`config.mk`:
```
export PLATFORM = sky130hd
export DESIGN_NAME = id_ex_register
export DESIGN_NICKNAME = d
export VERILOG_FILES = /design/src/rtl/id_ex_register.sv
export SDC_FILE = /design/constraint.sdc
export NUM_CORES = 1
export LEC_CHECK = 0
export ABC_AREA = 1
export CAP_MARGIN = 25
export CORE_MARGIN = 1
export CORE_UTILIZATION = 30
export DETAILED_ROUTE_END_ITERATION = 10
export GPL_TIMING_DRIVEN = 1
export HOLD_SLACK_MARGIN = 0.03
export PLACE_DENSITY = 0.66
export SLEW_MARGIN = 5
export SYNTH_ARGS = -nofsm -noshare
export SYNTH_HDL_FRONTEND = slang
export SYNTH_SLANG_ARGS = --single-unit
```
`constraint.sdc`:
```
create_clock -name clock -period 4.05 [get_ports clock]
set_input_delay 0.81 -clock clock [delete_from_list [all_inputs] [get_ports clock]]
set_output_delay 0.81 -clock clock [all_outputs]
set_load 0.02 [all_outputs]
```
`src/rtl/id_ex_register.sv`:
```
// ID/EX pipeline register: captures the decoded control word, operands, register
// numbers and PC+4 for EX, detects load-use hazards against the instruction in EX,
// inserts bubbles on flush/stall and keeps a saturating count of inserted bubbles.
module id_ex_register #(
  parameter int unsigned DATA_WIDTH   = 32,
  parameter int unsigned CONTROL_SIZE = 8,
  parameter int unsigned MEMREAD_BIT  = 4
) (
  input  logic                    clock,
  input  logic                    reset,
  input  logic [CONTROL_SIZE-1:0] controlIn,
  input  logic                    validIn,
  input  logic [DATA_WIDTH-1:0]   pcPlus4In,
  input  logic [DATA_WIDTH-1:0]   readData1In,
  input  logic [DATA_WIDTH-1:0]   readData2In,
  input  logic [DATA_WIDTH-1:0]   immIn,
  input  logic [4:0]              rsIn,
  input  logic [4:0]              rtIn,
  input  logic [4:0]              rdIn,
  input  logic                    flush,
  input  logic                    holdIn,
  output logic [CONTROL_SIZE-1:0] controlOut,
  output logic                    validOut,
  output logic [DATA_WIDTH-1:0]   pcPlus4Out,
  output logic [DATA_WIDTH-1:0]   readData1Out,
  output logic [DATA_WIDTH-1:0]   readData2Out,
  output logic [DATA_WIDTH-1:0]   immOut,
  output logic [4:0]              rsOut,
  output logic [4:0]              rtOut,
  output logic [4:0]              rdOut,
  output logic                    stallOut,
  output logic [15:0]             bubbleCount
);

  logic [CONTROL_SIZE-1:0] control_d, control_q;
  logic                    valid_d, valid_q;
  logic [DATA_WIDTH-1:0]   pc_plus4_d, pc_plus4_q;
  logic [DATA_WIDTH-1:0]   read_data1_d, read_data1_q;
  logic [DATA_WIDTH-1:0]   read_data2_d, read_data2_q;
  logic [DATA_WIDTH-1:0]   imm_d, imm_q;
  logic [4:0]              rs_d, rs_q;
  logic [4:0]              rt_d, rt_q;
  logic [4:0]              rd_d, rd_q;
  logic [15:0]             bubble_count_d, bubble_count_q;
  logic                    stall;
  logic                    insert_bubble;

  // Load-use hazard: a real load in EX whose nonzero destination (rt) feeds ID.
  always_comb begin
    stall = valid_q & control_q[MEMREAD_BIT] & (rt_q != 5'd0) & validIn &
            ((rt_q == rsIn) | (rt_q == rtIn));
  end

  // Next state: hold beats flush/stall bubble, which beats a normal load.
  always_comb begin
    control_d      = control_q;
    valid_d        = valid_q;
    pc_plus4_d     = pc_plus4_q;
    read_data1_d   = read_data1_q;
    read_data2_d   = read_data2_q;
    imm_d          = imm_q;
    rs_d           = rs_q;
    rt_d           = rt_q;
    rd_d           = rd_q;
    bubble_count_d = bubble_count_q;
    insert_bubble  = flush | stall;
    if (!holdIn) begin
      if (insert_bubble) begin
        control_d    = '0;
        valid_d      = 1'b0;
        pc_plus4_d   = '0;
        read_data1_d = '0;
        read_data2_d = '0;
        imm_d        = '0;
        rs_d         = '0;
        rt_d         = '0;
        rd_d         = '0;
        // Flush and stall together still count as a single bubble.
        if (bubble_count_q != 16'hFFFF) begin
          bubble_count_d = bubble_count_q + 16'd1;
        end
      end else begin
        control_d    = controlIn;
        valid_d      = validIn;
        pc_plus4_d   = pcPlus4In;
        read_data1_d = readData1In;
        read_data2_d = readData2In;
        imm_d        = immIn;
        rs_d         = rsIn;
        rt_d         = rtIn;
        rd_d         = rdIn;
      end
    end
  end

  // State registers with synchronous active-high reset.
  always_ff @(posedge clock) begin
    if (reset) begin
      control_q      <= '0;
      valid_q        <= 1'b0;
      pc_plus4_q     <= '0;
      read_data1_q   <= '0;
      read_data2_q   <= '0;
      imm_q          <= '0;
      rs_q           <= '0;
      rt_q           <= '0;
      rd_q           <= '0;
      bubble_count_q <= '0;
    end else begin
      control_q      <= control_d;
      valid_q        <= valid_d;
      pc_plus4_q     <= pc_plus4_d;
      read_data1_q   <= read_data1_d;
      read_data2_q   <= read_data2_d;
      imm_q          <= imm_d;
      rs_q           <= rs_d;
      rt_q           <= rt_d;
      rd_q           <= rd_d;
      bubble_count_q <= bubble_count_d;
    end
  end

  // Drive outputs from the registered state.
  always_comb begin
    controlOut   = control_q;
    validOut     = valid_q;
    pcPlus4Out   = pc_plus4_q;
    readData1Out = read_data1_q;
    readData2Out = read_data2_q;
    immOut       = imm_q;
    rsOut        = rs_q;
    rtOut        = rt_q;
    rdOut        = rd_q;
    stallOut     = stall;
    bubbleCount  = bubble_count_q;
  end

endmodule

```
## Yosys cells after proc, flatten, opt, wreduce, memory -nomap -nowiden

Cells that the tools add are included.
W data, S select, Z words.

| storage, ports and cells | value |
|---|---|
| bits in registers | 168 |
| bits in latches | 0 |
| RAM bits | 0 |
| bits in read-only memories | 0 |
| bits of input ports | 156 |
| output and inout port bits | 169 |
| logic and storage cells | 32 |
| memories kept | 0 |

| operators by class | value |
|---|---|
| add/sub/neg operators | 1 |
| multipliers | 0 |
| divide/modulo/power cells | 0 |
| order comparisons | 0 |
| eq/ne operators | 3 |
| shifts and indexed selects | 0 |
| muxes and demuxes | 9 |
| bitwise operators | 7 |
| reduce and logical (&&, ||, !) cells | 2 |

Operator list:

| operator | count |
|---|---|
| $mux W32 | 4 |
| $add A16 B1 Y16 const B | 1 |
| $ne A16 B16 Y1 const B | 1 |
| $mux W5 | 3 |
| $eq A5 B5 Y1 | 2 |
| $mux W8 | 1 |
| $reduce_bool A5 Y1 | 1 |
| $and A1 B1 Y1 | 4 |
| $reduce_and A3 Y1 | 1 |
| $or A1 B1 Y1 | 2 |
| $mux W1 | 1 |
| $not A1 Y1 | 1 |

## Longest topological paths before layout

Gate-level depths: netlist of run 1.

| logic depth | value |
|---|---|
| word-level depth | 6 |
| depth in mapped cells | 13 |
| mapped depth without buffers | 12 |

## Least setup slack after synthesis of run 1

OpenSTA, ideal clock, no wires.

| timing | value |
|---|---|
| path type | in2out |
| from | in rtIn[3] |
| to | out stallOut |
| arrival time | 1.358 ns |
| required time | 3.240 ns |
| setup slack | 1.882 ns |
| stages | 8 |
| buffers on the path | 0 |
| cells stage by stage | inv_1 > nand2_1 > nand2_1 > nor2_1 > nand3_1 > nand2_1 > nand2_2 > inv_1 |

| on the way | value |
|---|---|
| word-level cells in the longest chain between the ends | 3 |

Ends and longest elaborated chain:

| item | RTL line | RTL |
|---|---|---|
| from (decl) | 18 | `input logic [4:0] rtIn,` |
| $eq A5 B5 Y1 | 51 | `((rt_q == rsIn) \| (rt_q == rtIn));` |
| $or A1 B1 Y1 | 51 |  |
| $and A1 B1 Y1 | 50 | `stall = valid_q & control_q[MEMREAD_BIT] & (rt_q != 5'd0) & validIn &` |
| to (decl) | 31 | `output logic stallOut,` |

No other way between the ends.

## Worst setup path in the final report of run 1

| timing | value |
|---|---|
| from | in rsIn[1] |
| to | out stallOut |

| on the way | value |
|---|---|
| word-level cells in the longest chain between the ends | 3 |

Ends and longest elaborated chain:

| item | RTL line | RTL |
|---|---|---|
| from (decl) | 17 | `input logic [4:0] rsIn,` |
| $eq A5 B5 Y1 | 51 |  |
| $or A1 B1 Y1 | 51 |  |
| $and A1 B1 Y1 | 50 |  |

No other way between the ends.

==> metrics.txt, run 1 <==
outcome finished, final reports clean; Skew-Pair Late Insertion Delay 430 ps; clk_skew about 12 ps; Post-Syn Nets ~1000; worst hold slack 456 ps; largest net degree at the start of global routing about 150; Hold Vio Cnt, Final 0; Post-CTS Setup Bufs 0; DRT iter0 DRCs 367; largest stage delay on the critical path between 600 and 700 ps; Total GRT Usage 0.173; fmax about 300 MHz; Final Critical Period about 3400 ps; crit path max fanout 3; Reg clk slew, reported paths ~60 ps; Startpoint Class primary input; boundary pin count ~330; grt total ovfl 0; leading cell type in the layout, fill and taps excluded clkdlybuf4s50_1; gp weighted congestion between 0.7 and 0.8; # clock sinks between 150 and 200; Die Wd 157 µm; Seq/Total Area, Yosys 0.467; worst min-delay path category register to register; synth unique cells 24; Die Height about 160 µm; Crit-path slowest cell clkdlybuf4s50_1; worst setup path class primary input to output port; Final Core Density 0.477; Critical Path RT 3240 ps; CP Cell Sequence clkdlybuf4s50_1, inv_1, nand2_1, nand2_1, nor2_1, nand3_1, nand2_1, nand2_2, inv_1, clkdlybuf4s50_1; Die ar. 0.0246 mm²; worst vdd ir 233 µV; layout cells sized above 1 0.132; DP Wirelength about 14000 µm; # nets final 1330; final period utilization 0.827; Most Frequent Cell on Critical Path nand2_1; most frequent cells in the layout clkdlybuf4s50_1, nand2_1, dfxtp_1, a21oi_1, nand3_1; Arr. time, crit path roughly 2500 ps; antenna cell count 0; Detailed Routing Iterations Pass 1 4; wire length per cell around 15 µm; P_leak roughly 3.9 nW; crit end category output port; CTS tree built; clk root buf clkbuf_16; Post-Syn Area 0.00720 mm²; PortBufs 324; initial antenna violation count 0; max cap viols 0; Mapped Cells 892; max-slew violation count 0; PD cells approximately 360 mW/mm²; Area Overhead vs Synth 55.8%; Worst Tran Pin Value ~930 ps; Max clock buf depth 2; TritonCTS buffer count 17; DRC 0; Reg area 0.00336 mm²; H-tree depth 4; Fillers about 2300; Synth Area per Inst between 8 and 9 µm²; CTS hold repair buffers 0; Max-slew headroom 0.381; Routed WL approximately 22000 µm; Core Rows 56; #FFs+latches synth 168; RSZ-0062 raised after global routing false; Initial Utilization 0.306; antenna-violating nets left 0; vias in the first global route about 6500; vias per std cell between 4 and 5; Final Setup Violations 0; first-pass GRT wire length around 34000 µm; CORE AREA approximately 0.024 mm²; synth warn 0; vias 6927; multi-input logic area 0.00329 mm²; post_cts resized 0; sum of negative setup slack 0 ps
-- cell type report --
class,count,share of cell area
Tap cell,319,0.0356
Clock inverter,13,0.0144
Inverter,43,0.0153
Timing Repair Buffer,334,0.302
Multi-Input combinational cell,609,0.293
Clock buffer,19,0.0395
Sequential cell,168,0.300
-- metal layers --
metal	global-route usage	vias to the layer above	wire (µm)
met3	0.0611	18	1950
met1	0.202	3164	9500
met4	0.0476	0	224
met2	0.296	222	10400
li1	-	3523	-
met5	0	-	0
-- registers in the layout, indices dropped and copies added (netlist names) --
register,count
rtOut,5
rdOut,5
bubbleCount,16
readData1Out,32
rsOut,5
validOut,1
immOut,32
controlOut,8
readData2Out,32
pcPlus4Out,32
-- cell families (layout without fill, tap and decap cells) --
logic type               count (synthesis)  count (layout)  share of synthesized area
AO/OA/AOI/OAI                          153             153                      0.122
XOR/XNOR                                 3               3                    0.00365
adder cells (fa/ha/maj)                  1               1                    0.00174
buffers and inverters                  115             409                     0.0764
flip-flops                             168             168                      0.467
AND/OR/NAND/NOR                        452             452                      0.329
-- path summary, 6_finish.rpt --
kind | startpoint | endpoint | slack [ps] | cells after the start
worst min register to register | pcPlus4Out[9] | pcPlus4Out[9] | 460 | 2
worst max-delay path | rsIn[1] | stallOut | 700 | 10
worst min-delay path | pcPlus4Out[9] | pcPlus4Out[9] | 460 | 2
worst max register to register | rtOut[0] | pcPlus4Out[16] | 1720 | 11
-- through the flow --
stage	power (W)	area (µm²)	cells	setup slack, ps
global route	0.00423	11200	1505	510
finish	0.00406	11200	1505	699
global placement	0.00240	10600	1473	681
floorplan	0.00207	7200	892	1880
CTS	0.00412	11200	1505	673
detailed placement	0.00240	10600	1473	682
-- Yosys cell counts (all sizes together) --
library cell,n,area (µm²)
xor2,1,8.76
clkbuf,42,158
nor2,39,146
nand4,16,100
ha,1,12.5
nand2,219,832
nand3,172,1260
xnor2,2,17.5
buf,30,229
inv,43,164
dfxtp,168,3360
nor4,1,6.26
a21oi,153,878
nor3,5,25.0
-- power by group --
group / internal, W / switching (W) / leakage (nW)
clock: 0.000948 / 0.000750 / 0.291
combinational: 0.000304 / 0.000309 / 2.28
sequential: 0.00171 / 0.0000333 / 1.37
total: 0.00296 / 0.00109 / 3.94
-- critical path: cells and delay by family --
kind          cells  cell delay [ps]
simple gates      6              500
buf+inv           4             1220
Note: power is estimated with default switching activity, not from simulation.
==> run 2: changes to the inputs <==
==> constraint.sdc (replaced) <==
create_clock -name clock -period 3.1 [get_ports clock]
set_input_delay 0.62 -clock clock [delete_from_list [all_inputs] [get_ports clock]]
set_output_delay 0.62 -clock clock [all_outputs]
set_load 0.02 [all_outputs]
==> run 2 against run 1 <==
Effect of this change: setup slack got worse by 200 ps; clock power increased by 19%; routed wire length increased by 0.91%; combinational power increased by 32%; sequential power increased by 31%; utilization decreased by 0.074 points; critical path depth unchanged; critical endpoint unchanged.
==> metrics.txt, run 2 (synthesized netlist as in run 1, its figures left out) <==
outcome finished, final reports clean; DRC 0; gp weighted congestion around 0.78; P_leak 3.94 nW; most frequent cells in the layout clkdlybuf4s50_1, nand2_1, dfxtp_1, a21oi_1, nand3_1; wire length per cell ~15 µm; Die Height around 160 µm; Max-slew headroom 0.435; Worst Tran Pin Value approximately 850 ps; Area Overhead vs Synth 55.5%; initial antenna violation count 1; worst min-delay path category register to register; largest net degree at the start of global routing 153; clk root buf clkbuf_16; grt total ovfl 0; Startpoint Class primary input; total power draw 0.00511 W; Critical Path RT about 2500 ps; Arr. time, crit path slightly below 2000 ps; number of placed cells counting well taps 1475; fmax between 300 and 400 MHz; CTS hold repair buffers 0; DRT iter0 DRCs 364; Initial Utilization 0.306; vias in the first global route about 6600; Die ar. 0.0246 mm²; Detailed Routing Iterations Pass 1 5; Worst R2R Start rtOut[0]; Final Setup Violations 0; Post-CTS Setup Bufs 0; R2R Setup Slk roughly 1200 ps; worst reg-to-reg path cell count 11; Total GRT Usage 0.176; DP Wirelength about 15000 µm; vias 7005; crit path max fanout 3; post-place instance area ~0.011 mm²; Crit-path slowest cell clkdlybuf4s50_1; final std cells w/o fill ~1500; post_cts resized 0; leading cell type in the layout, fill and taps excluded clkdlybuf4s50_1; Final Critical Period ~2600 ps; Most Frequent Cell on Critical Path nand2_1; Final Instance Area between 0.01 and 0.015 mm²; CTS tree built; # clock sinks about 170; antenna-violating nets left 0; vias per std cell approximately 4.6; end of the worst register-to-register path readData2Out[1]; Hold Vio Cnt, Final 0; Hold Path Cell Cnt 2; boundary pin count 325; PortBufs about 320; Core Rows 56; Routed WL 22300 µm; TritonCTS buffer count 17; Skew-Pair Late Insertion Delay 420 ps; sum of negative setup slack 0 ps; max cap viols 0; clk_skew between 10 and 15 ps; Reg clk slew, reported paths roughly 60 ps; Max clock buf depth 2; HP Start pcPlus4Out[9]; Die Wd around 160 µm; # nets final around 1300; final period utilization 0.839; H-tree depth 4; first-pass GRT wire length around 35000 µm; worst vdd ir roughly 300 µV; worst setup path class primary input to output port; PD cells 457 mW/mm²; crit end category output port; largest stage delay on the critical path between 500 and 600 ps; CP Cell Sequence clkdlybuf4s50_1, inv_1, nand2_1, nand2_1, nor2_1, nand3_1, nand2_1, nand2_2, inv_1, dlymetal6s2s_1; Fillers between 2000 and 2500; CORE AREA between 0.02 and 0.025 mm²; layout cells sized above 1 0.134; RSZ-0062 raised after global routing false; worst hold endpoint pcPlus4Out[9]; max-slew violation count 0
[run 2: routing by layer]
| layer | up-vias | global-route usage | share of wire |
|---|---|---|---|
| met1 | 3238 | 0.217 | 0.44 |
| met3 | 19 | 0.0666 | 0.086 |
| li1 | 3515 | - | - |
| met5 | - | 0 | 0 |
| met2 | 233 | 0.285 | 0.46 |
| met4 | 0 | 0.0490 | 0.015 |
[run 2: worst max-delay path by stage]
stage,end,slack (ps),startpoint,cells after the start
2_1_floorplan,stallOut,1310,rtIn[3],8
6_report,stallOut,500,rsIn[1],10
4_1_cts,stallOut,100,rsIn[2],10
3_3_place_gp,stallOut,120,rsIn[1],10
3_5_place_dp,stallOut,110,rsIn[1],10
5_1_grt,stallOut,340,rsIn[2],10
[run 2: layout make-up]
class,count,area (µm²),area share
sequential,168,3360,0.300
tap,319,399,0.0356
clock inverter,13,115,0.0103
clock buffer,18,439,0.0392
antenna,1,2.50,0.000223
inverter,43,171,0.0153
timing repair buffer,336,3420,0.306
multi-input combinational,609,3290,0.294
[run 2: critical path: cells and delay by family]
family	cells	cell delay [ps]
simple gates	6	500
buf+inv	4	860
[run 2: stage by stage]
step / hold WS, ps / setup WS (ps) / utilization
floorplan: 535 / 1310 / -
global placement: 446 / 122 / 0.452
detailed placement: 450 / 113 / 0.452
CTS: 459 / 104 / 0.476
global route: 480 / 340 / 0.476
finish: 461 / 500 / 0.476
[run 2: power breakdown]
part / total [W] / leakage, nW / switching, W / internal (W)
Combinational: 0.000809 / 2.31 / 0.000409 / 0.000401
Clock: 0.00203 / 0.260 / 0.000962 / 0.00107
Sequential: 0.00228 / 1.37 / 0.0000429 / 0.00224
Total: 0.00511 / 3.94 / 0.00141 / 0.00370
==> run 3: changes to the inputs <==
--- a/config.mk
+++ b/config.mk
@@ -12,7 +12,7 @@
 export DETAILED_ROUTE_END_ITERATION = 10
 export GPL_TIMING_DRIVEN = 1
 export HOLD_SLACK_MARGIN = 0.03
-export PLACE_DENSITY = 0.66
+export PLACE_DENSITY = 0.68
 export SLEW_MARGIN = 5
 export SYNTH_ARGS = -nofsm -noshare
 export SYNTH_HDL_FRONTEND = slang
==> constraint.sdc (replaced) <==
create_clock -name clock -period 2.27 [get_ports clock]
set_input_delay 0.454 -clock clock [delete_from_list [all_inputs] [get_ports clock]]
set_output_delay 0.454 -clock clock [all_outputs]
set_load 0.02 [all_outputs]
==> run 3 against run 2 <==
Effect of this change: largest cell class unchanged; final area grew 1.5%; sequential power is 36% higher; clock skew grew 1.2 ps; utilization is 0.72 points higher; final cell count up 0.53%; critical endpoint unchanged; critical path depth is the same; critical path type unchanged.
==> metrics.txt, run 3 (synthesized netlist as in run 1, its figures left out) <==
final std cells w/o fill 1515; Arr. time, crit path 1660 ps; Clock Power Share 0.418; # clock sinks approximately 170; CTS tree built; first-pass GRT wire length 34200 µm; DRC 0; vias per std cell roughly 4.6; Total GRT Usage 0.176; CTS hold repair buffers 0; Psw 0.00199 W; initial antenna violation count 0; largest stage delay on the critical path around 500 ps; Die ar. approximately 0.025 mm²; Initial Utilization 0.306; largest net degree at the start of global routing between 150 and 200; Crit-path slowest cell clkdlybuf4s50_1; TritonCTS buffer count 17; PortBufs approximately 320; number of placed cells counting well taps between 1000 and 1500; grt total ovfl 0; Startpoint Class primary input; max-slew violation count 0; Sw Share 0.273; Max-slew headroom 0.507; crit end category output port; clk root buf clkbuf_16; Final Core Density 0.483; sum of negative setup slack 0 ps; max cap viols 0; vias 7018; Hold Path Cell Cnt 2; layout cells sized above 1 0.142; worst vdd ir ~400 µV; Critical Path RT 1820 ps; Skew-Pair Late Insertion Delay between 400 and 500 ps; CP delay by family, top buffers and inverters; boundary pin count between 300 and 400; Reg clk slew, reported paths ~70 ps; Comb power frac 0.155; CP Cell Sequence clkdlybuf4s50_1, nand2_1, inv_1, nor2_1, nor2_1, nand3_1, nand2_2, nand2_2, inv_1, clkbuf_4; fmax 473 MHz; gp weighted congestion around 0.8; Fillers roughly 2300; total power draw about 0.0073 W; Crit. path cell count 10; clk_skew approximately 13 ps; most frequent cells in the layout clkdlybuf4s50_1, nand2_1, dfxtp_1, a21oi_1, nand3_1; sequential group share of total power 0.427; leading cell type in the layout, fill and taps excluded clkdlybuf4s50_1; Final Setup Violations 0; Detailed Routing Iterations Pass 1 4; wire length per cell between 10 and 15 µm; RSZ-0062 raised after global routing false; Final Critical Period about 2100 ps; Pint about 0.0053 W; H-tree depth 4; P_leak ~4 nW; Die Wd around 160 µm; Post-CTS Setup Bufs 0; DP Wirelength ~15000 µm; antenna cell count 0; worst setup path class primary input to output port; CORE AREA around 0.024 mm²; number of buffer and inverter stages on the critical path 4; Hold Vio Cnt, Final 0; R2R Setup Slk roughly 410 ps; Die Height 157 µm; Core Rows 56; antenna-violating nets left 0; worst reg-to-reg path cell count 12; outcome finished, final reports clean; final period utilization 0.931; Routed WL approximately 22000 µm; worst min-delay path category primary input to register; crit path max fanout 3; Worst Tran Pin Value between 700 and 800 ps; Area Overhead vs Synth 57.9%; DRT iter0 DRCs between 300 and 400; PD cells 641 mW/mm²; post_cts resized 4; vias in the first global route about 6600; # nets final ~1300; Max clock buf depth 2
-- run 3: changes by cell type in the layout (fill, tap and decap cells not counted), moves of 2 or more --
cell and change:
buf_12 +4, buf_4 +4, inv_8 +4, bufinv_16 +2, clkdlybuf4s50_1 -2, clkinv_4 -2, clkinvlp_4 -2
-- run 3: final timing paths --
kind,start,endpoint
setup / recovery,rtIn[0],stallOut
hold / removal,reset,rdOut[4]
setup reg to reg,rtOut[0],rsOut[2]
hold reg to reg,pcPlus4Out[9],pcPlus4Out[9]
-- run 3: layout make-up --
class | instances | area (µm²) | area share
Clock buffer | 18 | 429 | 0.0377
Sequential cell | 168 | 3360 | 0.296
Tap cell | 319 | 399 | 0.0351
Inverter | 43 | 171 | 0.0151
Multi-Input combinational cell | 609 | 3290 | 0.290
Clock inverter | 14 | 183 | 0.0161
Timing Repair Buffer | 344 | 3530 | 0.311
-- run 3: power groups by stage --
stage / logic [W] / registers [W] / clock network [W]
floorplan: 0.000391 / 0.00331 / 0
global placement: 0.00113 / 0.00318 / 0
detailed placement: 0.00114 / 0.00318 / 0
CTS: 0.00114 / 0.00311 / 0.00315
global route: 0.00121 / 0.00312 / 0.00328
finish: 0.00113 / 0.00311 / 0.00305
-- run 3: layer usage --
metal  vias up  wire (µm)  global-route usage
met1      3227       9550               0.205
met5         -          0                   0
met2       228      10500               0.297
met4         0        351              0.0528
met3        21       2060              0.0688
li1       3542          -                   -
-- run 3: through the flow --
stage	hold slack (ps)	worst slack, ps	cell area [µm²]
after floorplan	535	607	7200
after global placement	442	-350	10800
after detailed placement	452	-355	10800
after CTS	292	94.7	11400
after global routing	293	23.1	11400
final	308	156	11400
